==> config.mk <==
export PLATFORM = sky130hd
export DESIGN_NAME = up_top
export DESIGN_NICKNAME = d
export VERILOG_FILES = /design/src/rtl/up_top_pkg.sv /design/src/rtl/sync_fifo.sv /design/src/rtl/up_top.sv
export SDC_FILE = /design/constraint.sdc
export NUM_CORES = 1
export LEC_CHECK = 0
export CAP_MARGIN = 20
export CORE_AREA = 8 8 290 292
export CTS_BUF_LIST = sky130_fd_sc_hd__clkbuf_16
export CTS_CLUSTER_SIZE = 8
export DETAILED_ROUTE_END_ITERATION = 8
export DIE_AREA = 0 0 298 300
export PLACE_DENSITY = 0.76
export SLEW_MARGIN = 20
export SYNTH_ARGS = -nofsm -noshare
export SYNTH_HDL_FRONTEND = slang
export SYNTH_SLANG_ARGS = --single-unit
export TNS_END_PERCENT = 100
==> constraint.sdc <==
create_clock -name clk -period 6.36 [get_ports clk]
set_clock_uncertainty 0.2 [all_clocks]
set_input_delay 0.636 -clock clk [delete_from_list [all_inputs] [get_ports clk]]
set_output_delay 0.636 -clock clk [all_outputs]
set_load 0.005 [all_outputs]
==> src/rtl/up_top_pkg.sv <==
// up_top_pkg: shared default parameters for the upsampling DAC feeder.
package up_top_pkg;
    localparam int DEF_FIFO_WIDTH         = 14;
    localparam int DEF_FIFO_DEPTH         = 64;
    localparam int DEF_US_PARAM           = 4;
    localparam int DEF_ALMST_EMPTY_THRESH = 4;
endpackage

==> src/rtl/sync_fifo.sv <==
// sync_fifo: single-clock FIFO with registered read data and registered level flags.
module sync_fifo import up_top_pkg::*; #(
    parameter int WIDTH = DEF_FIFO_WIDTH,
    parameter int DEPTH = DEF_FIFO_DEPTH,
    parameter int ALMST = DEF_ALMST_EMPTY_THRESH
) (
    input  logic             clk,
    input  logic             rst_n,
    input  logic             wr_en,
    input  logic [WIDTH-1:0] wr_data,
    input  logic             rd_en,
    output logic [WIDTH-1:0] rd_data,
    output logic             full,
    output logic             empty,
    output logic             almst_empty
);
    localparam int AW = $clog2(DEPTH);
    logic [WIDTH-1:0] mem [DEPTH];
    logic [AW-1:0]    wptr, rptr;
    logic [AW:0]      cnt, cnt_nxt;
    logic             wr, rd;
    assign wr      = wr_en && !full;
    assign rd      = rd_en && !empty;
    assign cnt_nxt = cnt + (AW+1)'(wr) - (AW+1)'(rd);
    always_ff @(posedge clk)
        if (wr) mem[wptr] <= wr_data;
    // flags come from the next count so they track the count after each edge
    always_ff @(posedge clk or negedge rst_n)
        if (!rst_n) begin
            wptr        <= '0;
            rptr        <= '0;
            cnt         <= '0;
            rd_data     <= '0;
            full        <= 1'b0;
            empty       <= 1'b1;
            almst_empty <= 1'b1;
        end else begin
            if (wr) wptr <= wptr + AW'(1);
            if (rd) begin
                rptr    <= rptr + AW'(1);
                rd_data <= mem[rptr];
            end
            cnt         <= cnt_nxt;
            full        <= cnt_nxt == (AW+1)'(DEPTH);
            empty       <= cnt_nxt == '0;
            almst_empty <= cnt_nxt <= (AW+1)'(ALMST);
        end
endmodule

==> src/rtl/up_top.sv <==
// up_top: FIFO-fed upsampler producing zero-order-hold and linearly interpolated DAC streams.
module up_top import up_top_pkg::*; #(
    parameter int FIFO_WIDTH         = DEF_FIFO_WIDTH,
    parameter int FIFO_DEPTH         = DEF_FIFO_DEPTH,
    parameter int US_PARAM           = DEF_US_PARAM,
    parameter int ALMST_EMPTY_THRESH = DEF_ALMST_EMPTY_THRESH
) (
    input  logic                  clk,
    input  logic                  rst_n,
    input  logic                  wr_en,
    input  logic [FIFO_WIDTH-1:0] wr_data,
    output logic [FIFO_WIDTH-1:0] dac_dataA_out,
    output logic [FIFO_WIDTH-1:0] dac_dataB_out,
    output logic                  fifo_full,
    output logic                  fifo_empty,
    output logic                  fifo_almst_empty
);
    localparam int IW = FIFO_WIDTH + US_PARAM + 1;
    logic [US_PARAM-1:0]   phase, k;
    logic                  pop, pop_d;
    logic [FIFO_WIDTH-1:0] rd_data, prev, cur;
    logic signed [IW-1:0]  diff, prod, sum;
    sync_fifo #(
        .WIDTH (FIFO_WIDTH),
        .DEPTH (FIFO_DEPTH),
        .ALMST (ALMST_EMPTY_THRESH)
    ) u_fifo (
        .clk         (clk),
        .rst_n       (rst_n),
        .wr_en       (wr_en),
        .wr_data     (wr_data),
        .rd_en       (pop),
        .rd_data     (rd_data),
        .full        (fifo_full),
        .empty       (fifo_empty),
        .almst_empty (fifo_almst_empty)
    );
    assign pop  = (&phase) && !fifo_empty;
    assign k    = phase - US_PARAM'(1);
    // arithmetic shift floors toward minus infinity, keeping the result between prev and cur
    assign diff = $signed(IW'(cur)) - $signed(IW'(prev));
    assign prod = diff * $signed(IW'(k));
    assign sum  = $signed(IW'(prev)) + (prod >>> US_PARAM);
    always_ff @(posedge clk or negedge rst_n)
        if (!rst_n) begin
            phase         <= '0;
            pop_d         <= 1'b0;
            prev          <= '0;
            cur           <= '0;
            dac_dataA_out <= '0;
            dac_dataB_out <= '0;
        end else begin
            phase <= phase + US_PARAM'(1);
            pop_d <= pop;
            if (phase == '0) begin
                prev <= cur;
                if (pop_d) cur <= rd_data;
            end
            dac_dataA_out <= cur;
            dac_dataB_out <= FIFO_WIDTH'(sum);
        end
endmodule

== After elaboration in Yosys (flattened, before gate mapping) ==
Memories as Yosys holds them, arrays and structs flattened. A register that Yosys moved wholly into a read port is not among the register bits.
Cells that the tools add are included.
Operators by class
  add/sub/neg operators: 8
  multiply operators: 1
  order comparisons: 1
  eq/ne operators: 1
  muxes and demuxes: 2
  reduce and logical (&&, ||, !) cells: 10
Operators by type and width (number)
  15-bit by 5-bit multiplier with 18-bit output: 1
  14-bit by 14-bit subtractor with 15-bit output: 1
  14-bit adder: 1
  6-bit by 1-bit adder with 6-bit output, second input constant: 2
  7-bit by 1-bit adder with 7-bit output: 1
  7-bit == test, second input constant: 1
  7-bit by 3-bit less-or-equal comparator with 1-bit output, second input constant: 1
  7-bit zero test: 1
  7-bit by 1-bit subtractor with 7-bit output: 1
  4-bit by 1-bit adder with 4-bit output, second input constant: 1
  4-bit zero test: 1
  4-bit AND reduction: 1
  4-bit by 1-bit subtractor with 4-bit output, second input constant: 1
  1-bit logical AND: 3
  1-bit zero test: 3
  1-bit two-way mux: 2
  2-bit AND reduction: 1
Word-level totals
  register bits: 83
  RAM bits: 896
  output and inout port bits: 31
  logic and storage cells: 36
  memories: 1
Memories
  u_fifo.mem: words 64, bits a word 14, read ports 1, clocked after memory_dff 1, write ports 1, RTL line sync_fifo.sv:18  | logic [WIDTH-1:0] mem [DEPTH];

== Logic depth before layout (Yosys ltp) ==
  depth in word-level cells: 5
  gate-level depth with buffers: 29
  depth with buffers taken out: 29

== By module ==
From an unflattened synthesis, not the netlist that was laid out.
Unflattened totals
  cell total of the unflattened synthesis: 2279
  area, all modules: 41380.9 µm²
Modules (own cells, without submodules)
  sync_fifo: instances 1, cells each 1755, area an instance 36314.8 µm², sequential area each 27809.2 µm²
  up_top: instances 1, cells each 524, area an instance 5066.1 µm², sequential area each 1526.5 µm²

== Worst setup path after synthesis ==
No wires, ideal clock.
  path kind: register -> register
  start point: register phase[0]
  end point: register dac_dataB_out[13]
  setup time: 0.127 ns
  arrival time: 6.210 ns
  data required time: 6.033 ns
  setup slack: -0.176 ns
  cell stages (with the launch flop): 27
  buffers on the path: 3
  cells stage by stage: dfrtp_1 > buf_2 > inv_1 > clkbuf_1 > ha_1 > xnor2_1 > clkbuf_1 > nor2_1 > ha_1 > fa_1 > inv_1 > fa_1 > inv_1 > ha_1 > nor4bb_1 > a2111oi_4 > a211oi_1 > nand2b_1 > or3_1 > a21oi_1 > xnor2_1 > ha_1 > and3_1 > a311o_1 > a21oi_1 > xnor3_1 > xnor2_1
Between the ends
  cells in the longest elaborated chain, start to end: 3
Ends and longest elaborated chain
  from (decl): RTL line up_top.sv:19  | logic [US_PARAM-1:0] phase, k;
  from (signal assigned): RTL line up_top.sv:53  | phase <= phase + US_PARAM'(1);
  4-bit by 1-bit subtractor with 4-bit output: RTL line up_top.sv:39  | assign k = phase - US_PARAM'(1);
  net k[0]: RTL line up_top.sv:19
  15-bit by 5-bit multiplier with 18-bit output: RTL line up_top.sv:42  | assign prod = diff * $signed(IW'(k));
  14-bit adder: RTL line up_top.sv:43  | assign sum = $signed(IW'(prev)) + (prod >>> US_PARAM);
  net sum[13]: RTL line up_top.sv:22  | logic signed [IW-1:0] diff, prod, sum;
  to (signal assigned): RTL line up_top.sv:60  | dac_dataB_out <= FIFO_WIDTH'(sum);
  to (decl): RTL line up_top.sv:13  | output logic [FIFO_WIDTH-1:0] dac_dataB_out,
The timed path passes the listed nets, and every way through them passes these cells.
A chain may end at the register's enable or synchronous reset.

== Worst setup path in the final report ==
  start point: register prev[0]
  end point: register dac_dataB_out[13]
Between the ends
  cells in the longest elaborated chain, start to end: 3
Ends and longest elaborated chain
  from (decl): RTL line up_top.sv:21  | logic [FIFO_WIDTH-1:0] rd_data, prev, cur;
  from (signal assigned): RTL line up_top.sv:56  | prev <= cur;
  14-bit by 14-bit subtractor with 15-bit output: RTL line up_top.sv:41  | assign diff = $signed(IW'(cur)) - $signed(IW'(prev));
  15-bit by 5-bit multiplier with 18-bit output: RTL line up_top.sv:42
  14-bit adder *: RTL line up_top.sv:43
  net sum[13]: RTL line up_top.sv:22
The timed path passes the listed nets; every way through them passes the cells marked *.

==> reports/metrics.yaml <==
status: "finished clean"
cts_tree: "yes"
place.gp.congestion: 0.826
dr.pass1.iters: 5
vias: 20584
clk_path_buf_depth: 3
ys_async_sr_fraction_pct: 9.77
final.fill_count: 5452
cts_sinks: 993
grt_max_degree: 69
drive_gt1_share_pct: 27.8
core_um2: 79600
die_w_um: 298
synth-warning-count: 0
cts_buffers: 142
htreeDepth: 4
rr_worst_depth: 26
final_common_cell: "edfxtp_1"
top_usage_layer: "met2"
grt_pass1_wl_um: 140000
ant_nets: 0
power_w: 0.0178
synthCells: 2046
postSynthAreaPerCell_um2: 20.0
synth_nets: 2163
wl_per_cell_um: 27.7
whs_path_depth: 1
ys_seq_area_share_pct: 71.8
clock.fmax_ghz: 0.159
ys_ff_latch: 993
met2_usage_pct: 34.6
place_hpwl_um: 52300
num_rows: 104
nets: 2362
dieArea_um2: 89400
antenna_found_initial: 5
drt-initial-drc-count: 2318
grt_pass1_vias: 21899
drc: 0
use_met3_pct: 5.53
initial_utilization_pct: 51.3
clk_latency_ps: 740
slew_headroom_pct: 23.7
portBuffers: 47
wl_um: 93100
multi_input_area_um2: 11100
ys_types: 56
cap_viol_max_count: 0
cts_root_buf: "clkbuf_16"
avgViaCountPerCell: 6.12
post-route-period-util_pct: 98.8
hold_viol: 0
grt_use_met1_pct: 27.1
final_core_util_pct: 59.6
fin_crit_ps: 6280
path_class: "flop to flop"
required_ps: 6740
syn_area_um2: 40900
drv_slew: 0
globalRoute.totalOverflow: 0
synth_flop_cell: "edfxtp_1"
final_cell_mix: "896 x edfxtp_1, 294 x mux4_2, 143 x clkbuf_16"
cellPowerDensity_nw_per_um2: 375
grt.total_usage_pct: 20.9
area_growth_pct: 16.2
path_max_fanout: 3
p_leak_nw: 16.6
hold_path.class: "input port to flop"
worstMarginPinSlew_ps: 1140
synth_edf_count: 896
finalSetupViolCount: 0
die_y_um: 300
crit_path_start_kind: "flop"
regArea_um2: 29300
io_pins: 48
peakVddDrop_mv: 0.309
cp-end-kind: "flop"
clkTransAtPathRegs_ps: 50
cp.arrival_ps: 6660
rsz0062_at_grt: "true"
[kinds of logic after synthesis]
family,after synthesis,synth area share [%]
flip-flops,993,71.8
XOR/XNOR,56,1.23
buffers and inverters,182,1.80
adder cells (fa/ha/maj),100,3.61
AND/OR/NAND/NOR,316,3.53
AO/OA/AOI/OAI,91,1.49
multiplexers,308,16.6
[sequential cells by signal (all words and copies together) (netlist names), 7 cells and up]
signal	flops
u_fifo.mem	896
cur	14
dac_dataA_out	14
dac_dataB_out	14
prev	14
u_fifo.rd_data	14
u_fifo.cnt	7
[area by class of cell]
class                           instances  share of cell area [%]
Antenna cell                            1                 0.00527
Sequential cell                       993                    61.8
Clock buffer                          143                    7.54
Multi-Input combinational cell        871                    23.4
Tap cell                             1060                    2.79
Clock inverter                         61                    1.07
Timing Repair Buffer                  150                    2.68
Inverter                               87                   0.688
[stage by stage]
stage	worst slack [ps]	setup TNS, ps	area, um2	hold WS (ps)	instances
global placement	-134	-134	43000	259	3151
floorplan	60.1	0	40900	140	2046
global route	-227	-247	47500	268	3365
detailed placement	-371	-496	43100	263	3151
finish	77.6	0	47500	273	3366
CTS	2.12	0	47300	274	3359
[timing repair]
item / CTS / global route
setup buffers: 3 / 6
setup endpoints to repair: 2 / 4
hold endpoints to repair: 55 / 0
resized for setup: 19 / 22
pin swaps: 14 / 17
hold buffers: 1 / 0
[synthesized netlist by cell type, types with 2 or more instances]
cell | n | area [um2]
edfxtp_1 | 896 | 26900
mux4_2 | 294 | 6620
nor2_1 | 136 | 510
dfrtp_1 | 95 | 2380
inv_1 | 86 | 323
nand2_1 | 78 | 293
ha_1 | 70 | 876
clkbuf_1 | 55 | 206
xnor2_1 | 37 | 324
fa_1 | 30 | 601
a21oi_1 | 22 | 110
o21ai_1 | 22 | 110
buf_2 | 19 | 95.1
nand2b_1 | 18 | 113
xor2_1 | 18 | 158
nor3_1 | 17 | 85.1
buf_1 | 15 | 56.3
mux2_1 | 14 | 158
nand3_1 | 14 | 70.1
nor2b_1 | 11 | 68.8
o21a_1 | 10 | 75.1
or3_1 | 8 | 50.1
a21o_1 | 7 | 52.6
or3b_1 | 7 | 61.3
a211oi_1 | 6 | 45.0
and3_1 | 5 | 31.3
a31oi_1 | 4 | 25.0
buf_4 | 4 | 30.0
nand3b_1 | 4 | 30.0
o21bai_1 | 4 | 30.0
and2_1 | 3 | 18.8
nand4_1 | 3 | 18.8
o21ai_0 | 3 | 15.0
or2_1 | 3 | 18.8
buf_6 | 2 | 22.5
dfstp_2 | 2 | 52.6
nand4b_1 | 2 | 17.5
nor3b_1 | 2 | 15.0
nor4_1 | 2 | 12.5
nor4bb_1 | 2 | 20.0
[where the power goes]
group | internal, W | switching [W] | total (W)
clock | 0.00405 | 0.00280 | 0.00685
sequential | 0.00761 | 0.000307 | 0.00791
combinational | 0.00137 | 0.00167 | 0.00305
total | 0.0130 | 0.00478 | 0.0178
[path summary, 6_finish.rpt]
path,start,end,slack (ps)
max in group asynchronous,rst_n,u_fifo.rptr[3]$_DFFE_PN0P_,4530
worst max-delay path,prev[0]$_DFFE_PN0N_,dac_dataB_out[13]$_DFF_PN0_,80
worst min register to register,u_fifo.rd_data[6]$_DFFE_PN0P_,u_fifo.rd_data[6]$_DFFE_PN0P_,270
min in group asynchronous,rst_n,phase[0]$_DFF_PN0_,340
worst min-delay path,wr_data[5],u_fifo.mem[56][5]$_DFFE_PP_,270
worst max register to register,prev[0]$_DFFE_PN0N_,dac_dataB_out[13]$_DFF_PN0_,80
[metal layers]
layer | wire, um | vias to the layer above
met3 | 7850 | 211
met4 | 2930 | 6
met1 | 35800 | 10835
li1 | - | 8531
met2 | 46500 | 1001
met5 | 43 | -
[worst max-delay path: stages, from the launching register on]
cell       delay [ps]
dfrtp_1           420
ha_4              190
fa_2              350
buf_4             170
xor2_4            180
nor2_1             60
ha_1              320
fa_1              490
inv_1              50
fa_1              470
inv_1              40
ha_1              310
nor4bb_4          190
a2111oi_4         380
buf_4             200
nor2b_1            50
nor2_1            110
xnor2_1           130
ha_1              280
o21a_2            170
a2111oi_4         320
buf_4             170
o21ai_1           100
a311o_1           300
a21oi_2           130
xnor3_1           230
xnor2_1           140
Power figures use the tool's default switching activity.
